`src/rtl/alu_seq_pkg.sv`:
```
// Shared types for the ALU command sequencer: FSM states, op_sel codes
// and the queued command layout. Timeout feature: ALU_SEQ_TIMEOUT_EN.
package alu_seq_pkg;

  typedef logic [2:0] op_t;

  localparam op_t OP_MUL  = 3'b000;
  localparam op_t OP_ADD  = 3'b001;
  localparam op_t OP_SUB  = 3'b010;
  localparam op_t OP_ADDC = 3'b011;
  localparam op_t OP_OR   = 3'b100;
  localparam op_t OP_AND  = 3'b101;
  localparam op_t OP_XOR  = 3'b110;
  localparam op_t OP_NOT  = 3'b111;

  // Widest operand a queued command can carry.
  localparam int unsigned CMD_DW = 32;

  typedef enum logic [1:0] {
    ST_IDLE,
    ST_ISSUE,
    ST_WAIT,
    ST_RESP
  } seq_state_e;

  typedef struct packed {
    logic [CMD_DW-1:0] a;
    logic [CMD_DW-1:0] b;
    op_t               op;
  } cmd_t;

endpackage

```
`src/rtl/alu_cmd_fifo.sv`:
```
// Synchronous FIFO holding pending ALU commands.
// Power-of-two depth, pointers wrap naturally.
module alu_cmd_fifo #(
  parameter int unsigned WIDTH = 8,
  parameter int unsigned DEPTH = 4
) (
  input  logic             clk,
  input  logic             rst,
  input  logic             push,
  input  logic [WIDTH-1:0] wr_data,
  input  logic             pop,
  output logic [WIDTH-1:0] rd_data,
  output logic             full,
  output logic             empty
);

  localparam int unsigned AW = $clog2(DEPTH);
  localparam int unsigned CW = AW + 1;

  logic [WIDTH-1:0] mem_q [DEPTH];
  logic [AW-1:0]    wr_ptr_q, wr_ptr_d;
  logic [AW-1:0]    rd_ptr_q, rd_ptr_d;
  logic [CW-1:0]    count_q, count_d;
  logic             do_push, do_pop;

  assign full    = (count_q == CW'(DEPTH));
  assign empty   = (count_q == '0);
  assign do_push = push && !full;
  assign do_pop  = pop && !empty;
  assign rd_data = mem_q[rd_ptr_q];

  always_comb begin
    wr_ptr_d = wr_ptr_q;
    rd_ptr_d = rd_ptr_q;
    count_d  = count_q;
    if (do_push) wr_ptr_d = wr_ptr_q + 1'b1;
    if (do_pop)  rd_ptr_d = rd_ptr_q + 1'b1;
    unique case ({do_push, do_pop})
      2'b10:   count_d = count_q + CW'(1);
      2'b01:   count_d = count_q - CW'(1);
      default: count_d = count_q;
    endcase
  end

  always_ff @(posedge clk) begin
    if (rst) begin
      wr_ptr_q <= '0;
      rd_ptr_q <= '0;
      count_q  <= '0;
    end else begin
      wr_ptr_q <= wr_ptr_d;
      rd_ptr_q <= rd_ptr_d;
      count_q  <= count_d;
    end
  end

  always_ff @(posedge clk) begin
    if (do_push) mem_q[wr_ptr_q] <= wr_data;
  end

endmodule

```
`src/rtl/alu_cmd_sequencer.sv`:
```
// Queues ALU commands and runs them one at a time through an external ALU.
// Define ALU_SEQ_TIMEOUT_EN to add the WAIT timeout and timeout_err.
module alu_cmd_sequencer
  import alu_seq_pkg::*;
#(
  parameter int unsigned DATA_WIDTH     = 16,
  parameter int unsigned RESULT_WIDTH   = 32,
  parameter int unsigned CMD_DEPTH      = 4,
  parameter int unsigned TIMEOUT_CYCLES = 16
) (
  input  logic                    clk,
  input  logic                    rst,
  input  logic                    cmd_valid,
  output logic                    cmd_ready,
  input  logic [DATA_WIDTH-1:0]   cmd_a,
  input  logic [DATA_WIDTH-1:0]   cmd_b,
  input  logic [2:0]              cmd_op,
  output logic [DATA_WIDTH-1:0]   alu_a,
  output logic [DATA_WIDTH-1:0]   alu_b,
  output logic [2:0]              alu_op,
  output logic                    alu_start,
  input  logic                    alu_end,
  input  logic [RESULT_WIDTH-1:0] alu_result,
  output logic                    rsp_valid,
  input  logic                    rsp_ready,
  output logic [RESULT_WIDTH-1:0] rsp_result,
  output logic [2:0]              rsp_op,
  output logic                    busy
`ifdef ALU_SEQ_TIMEOUT_EN
  ,
  output logic                    timeout_err
`endif
);

  seq_state_e              state_q, state_d;
  cmd_t                    head_q, head_d;
  logic                    alu_start_q, alu_start_d;
  logic                    rsp_valid_q, rsp_valid_d;
  logic [RESULT_WIDTH-1:0] rsp_result_q, rsp_result_d;
  op_t                     rsp_op_q, rsp_op_d;

  cmd_t push_cmd, fifo_head;
  logic fifo_full, fifo_empty;
  logic push, pop;
  logic unused_hi;

`ifdef ALU_SEQ_TIMEOUT_EN
  localparam int unsigned TW = $clog2(TIMEOUT_CYCLES + 1);
  logic [TW-1:0] tmo_q, tmo_d;
  logic          tmo_err_q, tmo_err_d;
  assign timeout_err = tmo_err_q;
`else
  localparam int unsigned unused_tmo_cycles = TIMEOUT_CYCLES;
`endif

  assign cmd_ready   = !fifo_full;
  assign push        = cmd_valid && cmd_ready;
  assign push_cmd.a  = CMD_DW'(cmd_a);
  assign push_cmd.b  = CMD_DW'(cmd_b);
  assign push_cmd.op = cmd_op;

  alu_cmd_fifo #(
    .WIDTH ($bits(cmd_t)),
    .DEPTH (CMD_DEPTH)
  ) u_fifo (
    .clk     (clk),
    .rst     (rst),
    .push    (push),
    .wr_data (push_cmd),
    .pop     (pop),
    .rd_data (fifo_head),
    .full    (fifo_full),
    .empty   (fifo_empty)
  );

  // Operands stay in head_q from ISSUE until the next pop.
  assign alu_a      = head_q.a[DATA_WIDTH-1:0];
  assign alu_b      = head_q.b[DATA_WIDTH-1:0];
  assign alu_op     = head_q.op;
  assign alu_start  = alu_start_q;
  assign rsp_valid  = rsp_valid_q;
  assign rsp_result = rsp_result_q;
  assign rsp_op     = rsp_op_q;
  assign busy       = (state_q != ST_IDLE) || !fifo_empty;
  assign unused_hi  = ^{head_q.a, head_q.b};

  always_comb begin
    state_d      = state_q;
    head_d       = head_q;
    alu_start_d  = 1'b0;
    rsp_valid_d  = rsp_valid_q;
    rsp_result_d = rsp_result_q;
    rsp_op_d     = rsp_op_q;
    pop          = 1'b0;
`ifdef ALU_SEQ_TIMEOUT_EN
    tmo_d     = tmo_q;
    tmo_err_d = tmo_err_q;
`endif
    unique case (state_q)
      ST_IDLE: begin
        if (!fifo_empty) begin
          pop         = 1'b1;
          head_d      = fifo_head;
          alu_start_d = 1'b1;
          state_d     = ST_ISSUE;
        end
      end
      ST_ISSUE: begin
        state_d = ST_WAIT;
`ifdef ALU_SEQ_TIMEOUT_EN
        tmo_d = '0;
`endif
      end
      ST_WAIT: begin
        if (alu_end) begin
          rsp_result_d = alu_result;
          rsp_op_d     = head_q.op;
          rsp_valid_d  = 1'b1;
          state_d      = ST_RESP;
        end
`ifdef ALU_SEQ_TIMEOUT_EN
        else if (tmo_q == TW'(TIMEOUT_CYCLES - 1)) begin
          rsp_result_d = '1;
          rsp_op_d     = head_q.op;
          rsp_valid_d  = 1'b1;
          tmo_err_d    = 1'b1;
          state_d      = ST_RESP;
        end else begin
          tmo_d = tmo_q + TW'(1);
        end
`endif
      end
      ST_RESP: begin
        if (rsp_ready) begin
          rsp_valid_d = 1'b0;
          state_d     = ST_IDLE;
        end
      end
      default: state_d = ST_IDLE;
    endcase
  end

  always_ff @(posedge clk) begin
    if (rst) begin
      state_q      <= ST_IDLE;
      head_q       <= '0;
      alu_start_q  <= 1'b0;
      rsp_valid_q  <= 1'b0;
      rsp_result_q <= '0;
      rsp_op_q     <= '0;
`ifdef ALU_SEQ_TIMEOUT_EN
      tmo_q        <= '0;
      tmo_err_q    <= 1'b0;
`endif
    end else begin
      state_q      <= state_d;
      head_q       <= head_d;
      alu_start_q  <= alu_start_d;
      rsp_valid_q  <= rsp_valid_d;
      rsp_result_q <= rsp_result_d;
      rsp_op_q     <= rsp_op_d;
`ifdef ALU_SEQ_TIMEOUT_EN
      tmo_q        <= tmo_d;
      tmo_err_q    <= tmo_err_d;
`endif
    end
  end

endmodule

```
`config.mk`:
```
export PLATFORM = sky130hd
export DESIGN_NAME = alu_cmd_sequencer
export DESIGN_NICKNAME = d
export VERILOG_FILES = /design/src/rtl/alu_seq_pkg.sv /design/src/rtl/alu_cmd_fifo.sv /design/src/rtl/alu_cmd_sequencer.sv
export SDC_FILE = /design/constraint.sdc
export NUM_CORES = 1
export LEC_CHECK = 0
export CORE_MARGIN = 3
export CORE_UTILIZATION = 59
export CTS_BUF_LIST = sky130_fd_sc_hd__clkbuf_8
export DETAILED_ROUTE_END_ITERATION = 6
export GPL_TIMING_DRIVEN = 0
export PLACE_DENSITY_LB_ADDON = 0.3
export SLEW_MARGIN = 10
export SYNTH_ARGS = -nofsm -noshare
export SYNTH_HDL_FRONTEND = slang
export SYNTH_HIERARCHICAL = 1
export SYNTH_SLANG_ARGS = --single-unit
```
`constraint.sdc`:
```
create_clock -name clk -period 4.1 [get_ports clk]
set_input_delay 0.615 -clock clk [delete_from_list [all_inputs] [get_ports clk]]
set_output_delay 0.615 -clock clk [all_outputs]
set_load 0.02 [all_outputs]
```
Word level (Yosys, flattened, before mapping). Memory sizes are Yosys's and may differ from the RTL's. A register that Yosys moved wholly into a read port is not among the register bits. Index checks and enable logic that the tools add are counted. Widths: inputs -> output; s select.

Flip-flop bits (word level): 46. Memory bits (writable): 140. Input port bits: 72. Memories kept: 1.

Memories: u_fifo.mem_q (words 4, bits a word 35, read ports 1, clocked after memory_dff 1, wr ports 1, RTL line alu_cmd_fifo.sv:20) `logic [WIDTH-1:0] mem_q [DEPTH];`.

$add $sub $neg: 4. Equal/unequal tests: 9. Muxes and demuxes: 12. Bitwise operators: 1. Reductions and logical operators: 15.

Operators with widths (number): $pmux 2 s4 (1); $eq 2x2->1 const B (3); $mux 1 (6); $mux 2 (3); $ne 2x2->1 const B (3); $pmux 3 s2 (1); $reduce_and 3->1 (2); $reduce_bool 2->1 (3); $add 2x1->2 const B (2); $eq 2x1->1 const B (2); $reduce_and 2->1 (2); $add 3x1->3 const B (1); $eq 3x3->1 const B (1); $logic_and 1x1->1 (3); $logic_not 3->1 (1); $sub 3x1->3 const B (1); $logic_not 1->1 (2); $logic_not 2->1 (1); $pmux 1 s2 (1); $logic_or 1x1->1 (1); $not 1->1 (1).

Logic depth before layout (Yosys ltp). Gate-level depths: netlist (run 1).

Depth after elaboration: 6. Mapped depth: 14. Gate-level depth less buffers: 12.

Hierarchy. The synthesis (run 1) kept the hierarchy.

Modules (own cells, without submodules): alu_cmd_fifo (times used 1, cells an instance 404, area each 10172.3 µm², seq. area each 8227.9 µm²); alu_cmd_sequencer (times used 1, cells an instance 333, area each 2673.8 µm², seq. area each 1481.4 µm²).

Least setup slack after synthesis (run 1). Ideal clock, no wire load.

Path kind: input to register. Start point: input port cmd_valid. End point: memory u_fifo/mem_q[0][0] in the netlist's numbering, enable pin. Library setup time: 0.432 ns. Arrival: 2.643 ns. Data required time: 3.668 ns. Path slack: 1.025 ns. Cell stages on the path: 4. Path buffers: 0. Path through: nor2b_1 -> inv_1 -> nor2_1 -> and2_1.

Word-level cells in the longest chain between the ends: 4.

Ends and longest elaborated chain: start: declaration (RTL line alu_cmd_sequencer.sv:13) `input logic cmd_valid,`; $logic_and 1x1->1 (RTL line alu_cmd_sequencer.sv:57) `assign push = cmd_valid && cmd_ready;`; $logic_and 1x1->1 (RTL line alu_cmd_fifo.sv:28) `assign do_push = push && !full;`; $mux 1 (RTL line alu_cmd_fifo.sv:58) `if (do_push) mem_q[wr_ptr_q] <= wr_data;`; $mux 1 (not written as such) (RTL line alu_cmd_fifo.sv:58); end: declaration (RTL line alu_cmd_fifo.sv:20).

No other way between the ends.

Worst setup path in the final report (run 1).
Start point: register u_fifo.count_q[1]. End point: register u_fifo.count_q[2].

Word-level cells in the longest chain between the ends: 6. Elaborated cells between the ends (all ways): 15. Classes of those cells: add/sub: 2; eq/ne: 3; mux: 3; reduce/logical: 7.

Ends and longest elaborated chain: start: declaration (RTL line alu_cmd_fifo.sv:23) `logic [CW-1:0] count_q, count_d;`; start signal: assignment (RTL line alu_cmd_fifo.sv:53) `count_q <= count_d;`; $logic_not 3->1 (*) (RTL line alu_cmd_fifo.sv:27) `assign empty = (count_q == '0);`; via fifo_empty (RTL line alu_cmd_sequencer.sv:43) `logic fifo_full, fifo_empty;`; $mux 1 (RTL line alu_cmd_sequencer.sv:101) `if (!fifo_empty) begin`; $mux 1 (RTL line alu_cmd_sequencer.sv:99) `unique case (state_q)`; $logic_and 1x1->1 (*) (RTL line alu_cmd_fifo.sv:29) `assign do_pop = pop && !empty;`; via u_fifo.do_pop (RTL line alu_cmd_fifo.sv:24) `logic do_push, do_pop;`; $eq 2x1->1 / $eq 2x2->1 (equally long branches) (RTL line alu_cmd_fifo.sv:38) `unique case ({do_push, do_pop})`; $pmux 3 s2 / $reduce_bool 2->1 (equally long branches).

The timed path passes the listed nets; every way through them passes the cells marked *. A chain may end at the register's enable or synchronous reset.

==> qor.yml, run 1 <==
crit_end: "u_fifo/count_q[2]$_SDFFE_PP0P_"
numCtsBuffers: 35
clock-skew-final_ns: 0.0122
fin_ws_ns: 1.42
cts_tree: "built"
start_util_pct: 61.3
busiest_layer: "met2"
critPathLaunch: "u_fifo/count_q[1]$_SDFFE_PP0P_"
grt_util_all_layers_pct: 22.8
routed_wl_um: 17300
seqPwrFrac_pct: 42.5
grt_pass1_vias: 5451
min_path_type: "flop to flop"
final_common_cell: "clkdlybuf4s50_1"
final.setup.tns_ns: 0
clk_transition_reported_paths_ns: 0.06
r2r_slack_ns: 1.42
leakage_uw: 0.00365
p_clk_share_pct: 25.2
p_sw_share_pct: 31.0
cp-start-kind: "flop"
ir_worst_vdd_uv: 522
worstPathRequired_ns: 4.52
clock-sinks: 223
place_ws_ns: 1.36
r2r-start: "u_fifo/count_q[1]$_SDFFE_PP0P_"
setup_viol: 0
syn2layout_area_growth_pct: 29.4
period_minus_slack_ns: 2.68
endpoint_kind: "flop"
io_pins: 146
cp_data_arrival_time_ns: 3.10
critical_path_class: "flop to flop"
final_cell_mix: "clkdlybuf4s50_1 (145), nand2_1 (143), edfxtp_1 (140)"
drive_gt1_share_pct: 14.8
antenna_cells: 0
use_met1_pct: 28.0
pwr-share-comb_pct: 32.3
reg2reg_depth: 13
met2_usage_pct: 39.4
antenna_found_initial: 0
max-cap-violations: 0
slew_headroom_pct: 56.2
use_met3_pct: 5.75
crit_fanout: 11
dr.pass1.iters: 5
ant_nets: 0
cts_buffer_depth: 3
status: "complete, no violations"
reg2reg_to: "u_fifo/count_q[2]$_SDFFE_PP0P_"
netSwitchingPower_uw: 2160
fp.dieH_um: 124
grt_max_degree: 30
drtIter0Drc: 231
routedWlPerCell_um: 18.0
nets: 841
via_count: 5189
place.gp.congestion: 0.853
max_slew.worst_pin.slew_ns: 0.657
post-dp-hpwl_um: 11600
portBuffers: 145
syn_inst: 574
period_share_pct: 65.5
synth_area_um2: 8250
holdBufCountCts: 0
via_per_inst: 5.40
coreArea_um2: 13500
clock_latency_ns: 0.50
overflow: 0
power_density_nw_per_um2: 651
drc: 0
cts_setup_buffers: 0
placementRows: 42
grt_pass1_wl_um: 28100
rsz0062_at_grt: "no"
hold_violations: 0
slew_violations: 0
root_buffer: "clkbuf_8"
ys_warn_count: 6
synth_fp_nets: 655
fp.dieW_um: 124
internal_power_uw: 4800
h-tree-depth: 2
die-area_um2: 15400
fmax_mhz: 373
avgSynthCellArea_um2: 14.4
cts_resized: 0
layer usage:
layer | vias up | wire length [um]
li1 | 2424 | -
met1 | 2512 | 6710
met2 | 219 | 8820
met3 | 34 | 1350
met4 | 0 | 391
met5 | - | 0
metrics by stage:
step	area [um2]	hold WS, ns	power [uW]	utilization, %	cells
2_1_floorplan	8250	0.459	4400	-	574
3_5_place_dp	10000	0.448	5250	74.4	899
4_1_cts	10700	0.455	7020	79.4	961
3_3_place_gp	9920	0.442	5160	73.8	895
6_report	10700	0.452	6960	79.4	961
5_1_grt	10700	0.478	7330	79.4	961
power by group through the flow:
| stage | Sequential (uW) | Combinational [uW] | Clock [uW] |
|---|---|---|---|
| after floorplan | 3170 | 1230 | 0 |
| after global placement | 2980 | 2180 | 0 |
| after detailed placement | 3000 | 2260 | 0 |
| after CTS | 2960 | 2270 | 1790 |
| after global routing | 2990 | 2440 | 1900 |
| final | 2960 | 2250 | 1750 |
layout make-up:
class	instances	area (um2)
Clock inverter	22	123
Fill cell	762	2770
Multi-Input combinational cell	302	2070
Timing Repair Buffer	149	1530
Buffer	36	268
Tap cell	176	220
Sequential cell	223	5870
Clock buffer	40	551
Inverter	13	53.8
critical path, stage by stage, from the launching register on:
cell and delay (ns):
dfxtp_1 0.35, nor3_1 0.48, nand2b_1 0.20, buf_6 0.17, inv_6 0.07, buf_6 0.15, o31ai_1 0.11, inv_1 0.10
ha_1 0.22, inv_1 0.07, fa_1 0.17, xor2_1 0.07, or3_1 0.31, a21oi_1 0.14
worst min path at each step:
stage                                    startpoint                          to  cells past startpoint
floorplan           u_fifo/rd_ptr_q[1]$_SDFFE_PP0P_                        flop                      2
global placement         rsp_result[6]$_SDFFE_PP0P_  rsp_result[6]$_SDFFE_PP0P_                      2
detailed placement           rsp_op[0]$_SDFFE_PP0P_      rsp_op[0]$_SDFFE_PP0P_                      2
CTS                          rsp_op[0]$_SDFFE_PP0P_      rsp_op[0]$_SDFFE_PP0P_                      2
global route                 alu_a[12]$_SDFFE_PP0P_      alu_a[12]$_SDFFE_PP0P_                      2
finish                       rsp_op[0]$_SDFFE_PP0P_      rsp_op[0]$_SDFFE_PP0P_                      2
flip-flops by register name, summed over array words and instances (netlist names), named ones only:
signal and count:
rsp_op 3, alu_start 1, rsp_valid 1, u_fifo/rd_ptr_q 2
state_q 2, alu_a 16, u_fifo/wr_ptr_q 2, alu_b 16
alu_op 3, rsp_result 32, u_fifo/mem_q 140, u_fifo/count_q 3
(Power assumes the default switching activity.)
==> run 2: changes to the inputs <==
--- a/config.mk
+++ b/config.mk
@@ -6,7 +6,7 @@
 export NUM_CORES = 1
 export LEC_CHECK = 0
 export CORE_MARGIN = 3
-export CORE_UTILIZATION = 59
+export CORE_UTILIZATION = 53
 export CTS_BUF_LIST = sky130_fd_sc_hd__clkbuf_8
 export DETAILED_ROUTE_END_ITERATION = 6
 export GPL_TIMING_DRIVEN = 0
==> constraint.sdc (replaced) <==
create_clock -name clk -period 2.3 [get_ports clk]
set_input_delay 0.345 -clock clk [delete_from_list [all_inputs] [get_ports clk]]
set_output_delay 0.345 -clock clk [all_outputs]
set_load 0.02 [all_outputs]
==> run 2 against run 1 <==
  * Critical path depth decreased by 1
  * Die area increased by 11%
  * Largest cell class unchanged
  * Worst hold slack got worse by 0.064 ns
  * Clock-buffer cell count decreased by 1
  * Register-to-register slack got worse by 1.3 ns
  * Highest routed layer is now met5
  * Global-route usage decreased by 1.8 points
==> qor.yml, run 2 (same netlist as run 1, synthesis figures left out) <==
final_cell_mix: "clkdlybuf4s50_1 (145), nand2_1 (143), edfxtp_1 (140)"
antenna_cells: 0  # unchanged
setup_viol: 0  # unchanged
cp_data_arrival_time_ns: 2.67  # -0.43 ns
slowest_delay_ns: 0.38  # -0.10 ns
die-area_um2: 17100  # +11%
path_cells: "inv_2 > ha_4 > nand2b_4 > inv_12 > o31ai_4 > inv_1 > ha_4 > inv_2 > fa_2 > xor2_2 > or3_4 > a21oi_2"
clock-skew-final_ns: 0.0141  # +0.00195 ns
max_slew.worst_pin.slew_ns: 0.652  # -0.00463 ns
drc: 0  # unchanged
slew_violations: 0  # unchanged
grt_pass1_vias: 5532  # +1.5%
max-cap-violations: 0  # unchanged
worstPathRequired_ns: 2.73  # -1.79 ns
power_density_nw_per_um2: 1160  # +78%
fp.dieH_um: 131  # +5.2%
routedWlPerCell_um: 17.8  # -0.98%
place_ws_ns: -0.364  # -1.72 ns
status: "complete, no violations"
grt_max_degree: 27  # -10%
crit_fanout: 4  # -7
syn2layout_area_growth_pct: 31.4
root_buffer: "clkbuf_8"
drtIter0Drc: 281  # +22%
routed_wl_um: 17500  # +1.1%
largest_register_ff_count: 140  # unchanged
regMostFlops: "u_fifo/mem_q"
cp_slowest_cell: "fa_2"
fp.dieW_um: 131  # +5.2%
endpoint_kind: "flop"
cp-start-kind: "flop"
final_area_um2: 10800  # +1.5%
nets: 852  # +1.3%
io_pins: 146  # unchanged
fin_total_pwr_uw: 12600  # +81%
portBuffers: 145  # unchanged
coreArea_um2: 14900  # +10%
antenna_found_initial: 1  # +1
leakage_uw: 0.00372  # +1.9%
overflow: 0  # unchanged
via_count: 5136  # -1.0%
period_minus_slack_ns: 2.23  # -0.454 ns
clock_latency_ns: 0.52  # +0.02 ns
utilization_pct: 72.9  # -6.5 points
fin_ws_ns: 0.0692  # -1.35 ns
min_path_type: "input port to flop"
drive_gt1_share_pct: 17.9  # +3.2 points
crit_buf_inv: 4  # -1
cts_tree: "built"
critPathTopFamily: "adder cells"
whs_ns: 0.389  # -0.0639 ns
place.gp.congestion: 0.851  # -0.28%
clock-sinks: 223  # unchanged
post-dp-hpwl_um: 11800  # +1.8%
slew_headroom_pct: 56.5  # +0.31 points
fmax_mhz: 448  # +20%
h-tree-depth: 2  # unchanged
ant_nets: 0  # unchanged
placed_area_um2: 10000  # +0.25%
cts_buffer_depth: 3  # unchanged
grt_pass1_wl_um: 27500  # -2.1%
numCtsBuffers: 36  # +2.9%
fill_cells: 995  # +31%
placementRows: 44  # +4.8%
start_util_pct: 55.5  # -5.8 points
ir_worst_vdd_uv: 912  # +75%
via_per_inst: 5.24  # -3.0%
hold_violations: 0  # unchanged
grt_util_all_layers_pct: 21.0  # -1.8 points
dr.pass1.iters: 4  # -1
critical_path_class: "flop to flop"
clk_transition_reported_paths_ns: 0.06  # about the same
period_share_pct: 97.0  # +32 points
final_common_cell: "clkdlybuf4s50_1"
-- run 2: cell count changes in the layout (fill, tap and decap cells not counted), sizes merged --
cell	change
buf	+10
bufinv	-1
clkbuf	-1
clkinv	-3
clkinvlp	+1
inv	+6
-- run 2: final cells by class --
type,count,area [um2],area share (%)
buffer,34,245,2.26
clock buffer,39,537,4.95
clock inverter,25,105,0.970
inverter,13,61.3,0.566
multi-input combinational,302,2160,19.9
sequential,223,5880,54.2
tap,184,230,2.12
timing repair buffer,161,1620,15.0
-- run 2: path summary, 6_finish.rpt --
path / startpoint / endpoint / slack (ns) / cells after the start
hold / removal: alu_result[11] / rsp_result[11]$_SDFFE_PP0P_ / 0.39 / 3
setup reg to reg: state_q[0]$_SDFFE_PP0P_ / u_fifo/count_q[2]$_SDFFE_PP0P_ / 0.07 / 12
hold reg to reg: alu_a[14]$_SDFFE_PP0P_ / alu_a[14]$_SDFFE_PP0P_ / 0.45 / 2
setup / recovery: state_q[0]$_SDFFE_PP0P_ / u_fifo/count_q[2]$_SDFFE_PP0P_ / 0.07 / 12
-- run 2: routing by layer --
layer	vias up	GRT usage, %	part of all wire (%)
met5	-	0	0.074
met4	2	7.20	1.8
met3	26	4.72	6.5
met2	194	36.7	50
met1	2464	25.9	42
li1	2450	-	-
-- run 2: per-stage QoR --
step	std cells	TNS, ns
2_1_floorplan	574	0
3_3_place_gp	903	-133.25
3_5_place_dp	907	-2.08
4_1_cts	974	0
5_1_grt	981	-0.0183
6_report	981	0
-- run 2: tightest hold or removal path, stage by stage --
cell             delay, ns
clkdlybuf4s50_1       0.40
nand2_1               0.05
a21oi_1               0.05
-- run 2: power breakdown --
group          switching (uW)  leakage, uW  internal [uW]
sequential                328      0.00196           4960
clock                    1430     0.000391           1560
combinational            2230      0.00136           2070
-- run 2: timing repair --
action,4_1_cts,5_1_grt
setup buffers,4,8
hold buffers,0,0
setup endpoints to repair,4,1
pin swaps,1,7
gates resized for setup,14,10
==> RTL edit, RTL diff (settings of run 2) <==
Add a define of `ALU_SEQ_TIMEOUT_EN`.
--- a/src/rtl/alu_cmd_sequencer.sv
+++ b/src/rtl/alu_cmd_sequencer.sv
@@ -1,5 +1,7 @@
 // Queues ALU commands and runs them one at a time through an external ALU.
 // Define ALU_SEQ_TIMEOUT_EN to add the WAIT timeout and timeout_err.
+`define ALU_SEQ_TIMEOUT_EN
+
 module alu_cmd_sequencer
   import alu_seq_pkg::*;
 #(
Behaviour (old outputs only; new: timeout_err): no difference found for any inputs over 4 cycles, from zero or initial values and one cycle with rst high; that may be too few to reach the edited logic, so the function may still have changed.
==> RTL edit against run 2 <==
  * The flow now finishes with violations (negative setup slack)
  * Non-clock buffer count increased by 6
  * Cell area up 3.8%
  * Routed wire length increased by 7.8%
  * Maximum frequency fell by 3.8%
  * Synthesized area up 2.6%
  * Core utilization barely moved
  * Setup slack worse by 0.089 ns
  * Sequential cell count rose by 6
  * Combinational power fell by 7.2%
  * Total power increased by 0.49%
  * Largest power group unchanged
==> RTL edit: results (changes against run 2) <==
run_status:
  status: "complete, but fails checks"  # was completed
  violations: "negative setup slack"
cells_and_area:
  largest_reg_flops: 140  # unchanged
  top_register: "u_fifo/mem_q"  # unchanged
  drive_gt1_frac: 0.234  # was 0.179
  finalNetCount: 832  # was 852
  diodes: 0  # unchanged
setup_path:
  cp_slowest_cell: "or3_1"  # was fa_2
  slowest_delay_ns: 0.42  # was 0.38 ns
  crit_path_end_kind: "flip-flop"  # unchanged
  reg2reg_depth: 13  # was 12
  cp_data_arrival_time_ns: 2.75  # was 2.67 ns
  r2r_end: "u_fifo/count_q[2]"  # unchanged
  r2r_start: "state_q[0]"  # unchanged
  cp_max_fo: 4  # unchanged
global_route:
  track_usage: 0.215  # was 0.210
  antenna_found_initial: 0  # was 1
  grt_max_degree: 20  # was 27
  grt_pass1_vias: 5616  # was 5532
  grt_pass1_wl_mm: 29.7  # was 27.5 mm
min_path:
  hold_path_class: "primary input to flip-flop"  # unchanged
  hold_path_startpoint: "rst"  # was alu_result[11]
  hold_end: "u_fifo/rd_ptr_q[0]"  # was rsp_result[11]
  min_path_cells: 2  # was 3
timing:
  final.setup.worst_slack_ns: -0.0193  # was 0.0692 ns
  skew_ns: 0.0170  # was 0.0141 ns
  tns_ns: -0.0193  # was 0 ns
  tightest_slew_ns: 0.645  # was 0.652 ns
  setup_viol: 1  # was 0
pwr:
  vdd.ir_drop.worst_mv: 0.801  # was 0.912 mV
  p_int_mw: 8.74  # was 8.59 mW
  leakage_nw: 3.91  # was 3.72 nW
clock_tree:
  clockBufferDepth: 3  # unchanged
  cts_buffers: 38  # was 36
  clock_latency_ns: 0.52  # about the same
  path_clk_slew_ns: 0.06  # about the same
  root_buffer: "clkbuf_8"  # unchanged
  htreeDepth: 2  # unchanged
placement:
  place_area_sq_um: 10300  # was 10000 sq um
  gp_congestion: 0.788  # was 0.851
  dpl_worst_slack_ns: -0.430  # was -0.364 ns
  dp.final_hpwl_mm: 12.6  # was 11.8 mm
  portBuffers: 145  # unchanged
routing:
  firstDrtPassIters: 4  # unchanged
  avgViaCountPerCell: 5.42  # was 5.24
  wire_per_inst_um: 19.1  # was 17.8 um
  drt_first_iter_violations: 293  # was 281
logic_synthesis:
  yosysWarnings: 6  # unchanged
  synth_fp_nets: 627  # was 655
RTL edit: through the flow:
stage | util | hold WS (ns) | instances
3_5_place_dp | 0.668 | 0.446 | 902
6_report | 0.729 | 0.264 | 984
2_1_floorplan | - | 0.444 | 542
5_1_grt | 0.729 | 0.251 | 984
4_1_cts | 0.720 | 0.175 | 972
3_3_place_gp | 0.661 | 0.444 | 898
RTL edit: cell type report:
type                       instances  area (sq um)
clock buffer                      44           606
clock inverter                    22           104
sequential                       229          6000
inverter                          15          71.3
fill                             976          4180
timing repair buffer             166          1690
tap                              211           264
buffer                            35           215
multi-input combinational        262          2290
RTL edit: power groups by stage:
stage | registers [mW] | clock network, mW | logic [mW]
6_report | 5.37 | 3.28 | 3.99
4_1_cts | 5.38 | 3.36 | 3.85
3_3_place_gp | 5.39 | 0 | 3.52
2_1_floorplan | 5.74 | 0 | 1.89
3_5_place_dp | 5.43 | 0 | 3.69
5_1_grt | 5.44 | 3.54 | 4.30
RTL edit: timing repair:
action                     4_1_cts  5_1_grt
resized for setup               15       15
setup endpoints to repair        5       38
setup buffers                    5       12
pin swaps                        1        8
RTL edit: per-layer routing:
layer / wire length (um) / part of all wire / global-route usage
met5: 0 / 0 / 0
met4: 412 / 0.022 / 0.0774
met3: 1360 / 0.072 / 0.0576
met2: 9630 / 0.51 / 0.370
met1: 7420 / 0.39 / 0.262
RTL edit: how the worst max path moves through the flow:
stage	startpoint	to	slack, ns
final	state_q[0]	u_fifo/count_q[2]	-0.02
after global routing	u_fifo/count_q[0]	u_fifo/count_q[2]	-0.12
after CTS	state_q[0]	u_fifo/count_q[2]	0.02
after global placement	cmd_valid	u_fifo/mem_q[0][12]	-0.94
after detailed placement	u_fifo/count_q[1]	u_fifo/count_q[2]	-0.43
after floorplan	u_fifo/count_q[0]	u_fifo/count_q[2]	0.004
RTL edit: worst max-delay path: cells and delay by family, from the launching register on:
kind | cells | cell delay [ns]
AOI/OAI and AO/OA | 2 | 0.21
xor gates and xnor gates | 1 | 0.19
adders and majority gates | 3 | 0.64
buffers and inverters | 5 | 0.36
DFF | 1 | 0.36
and+or+nand+nor | 2 | 0.48
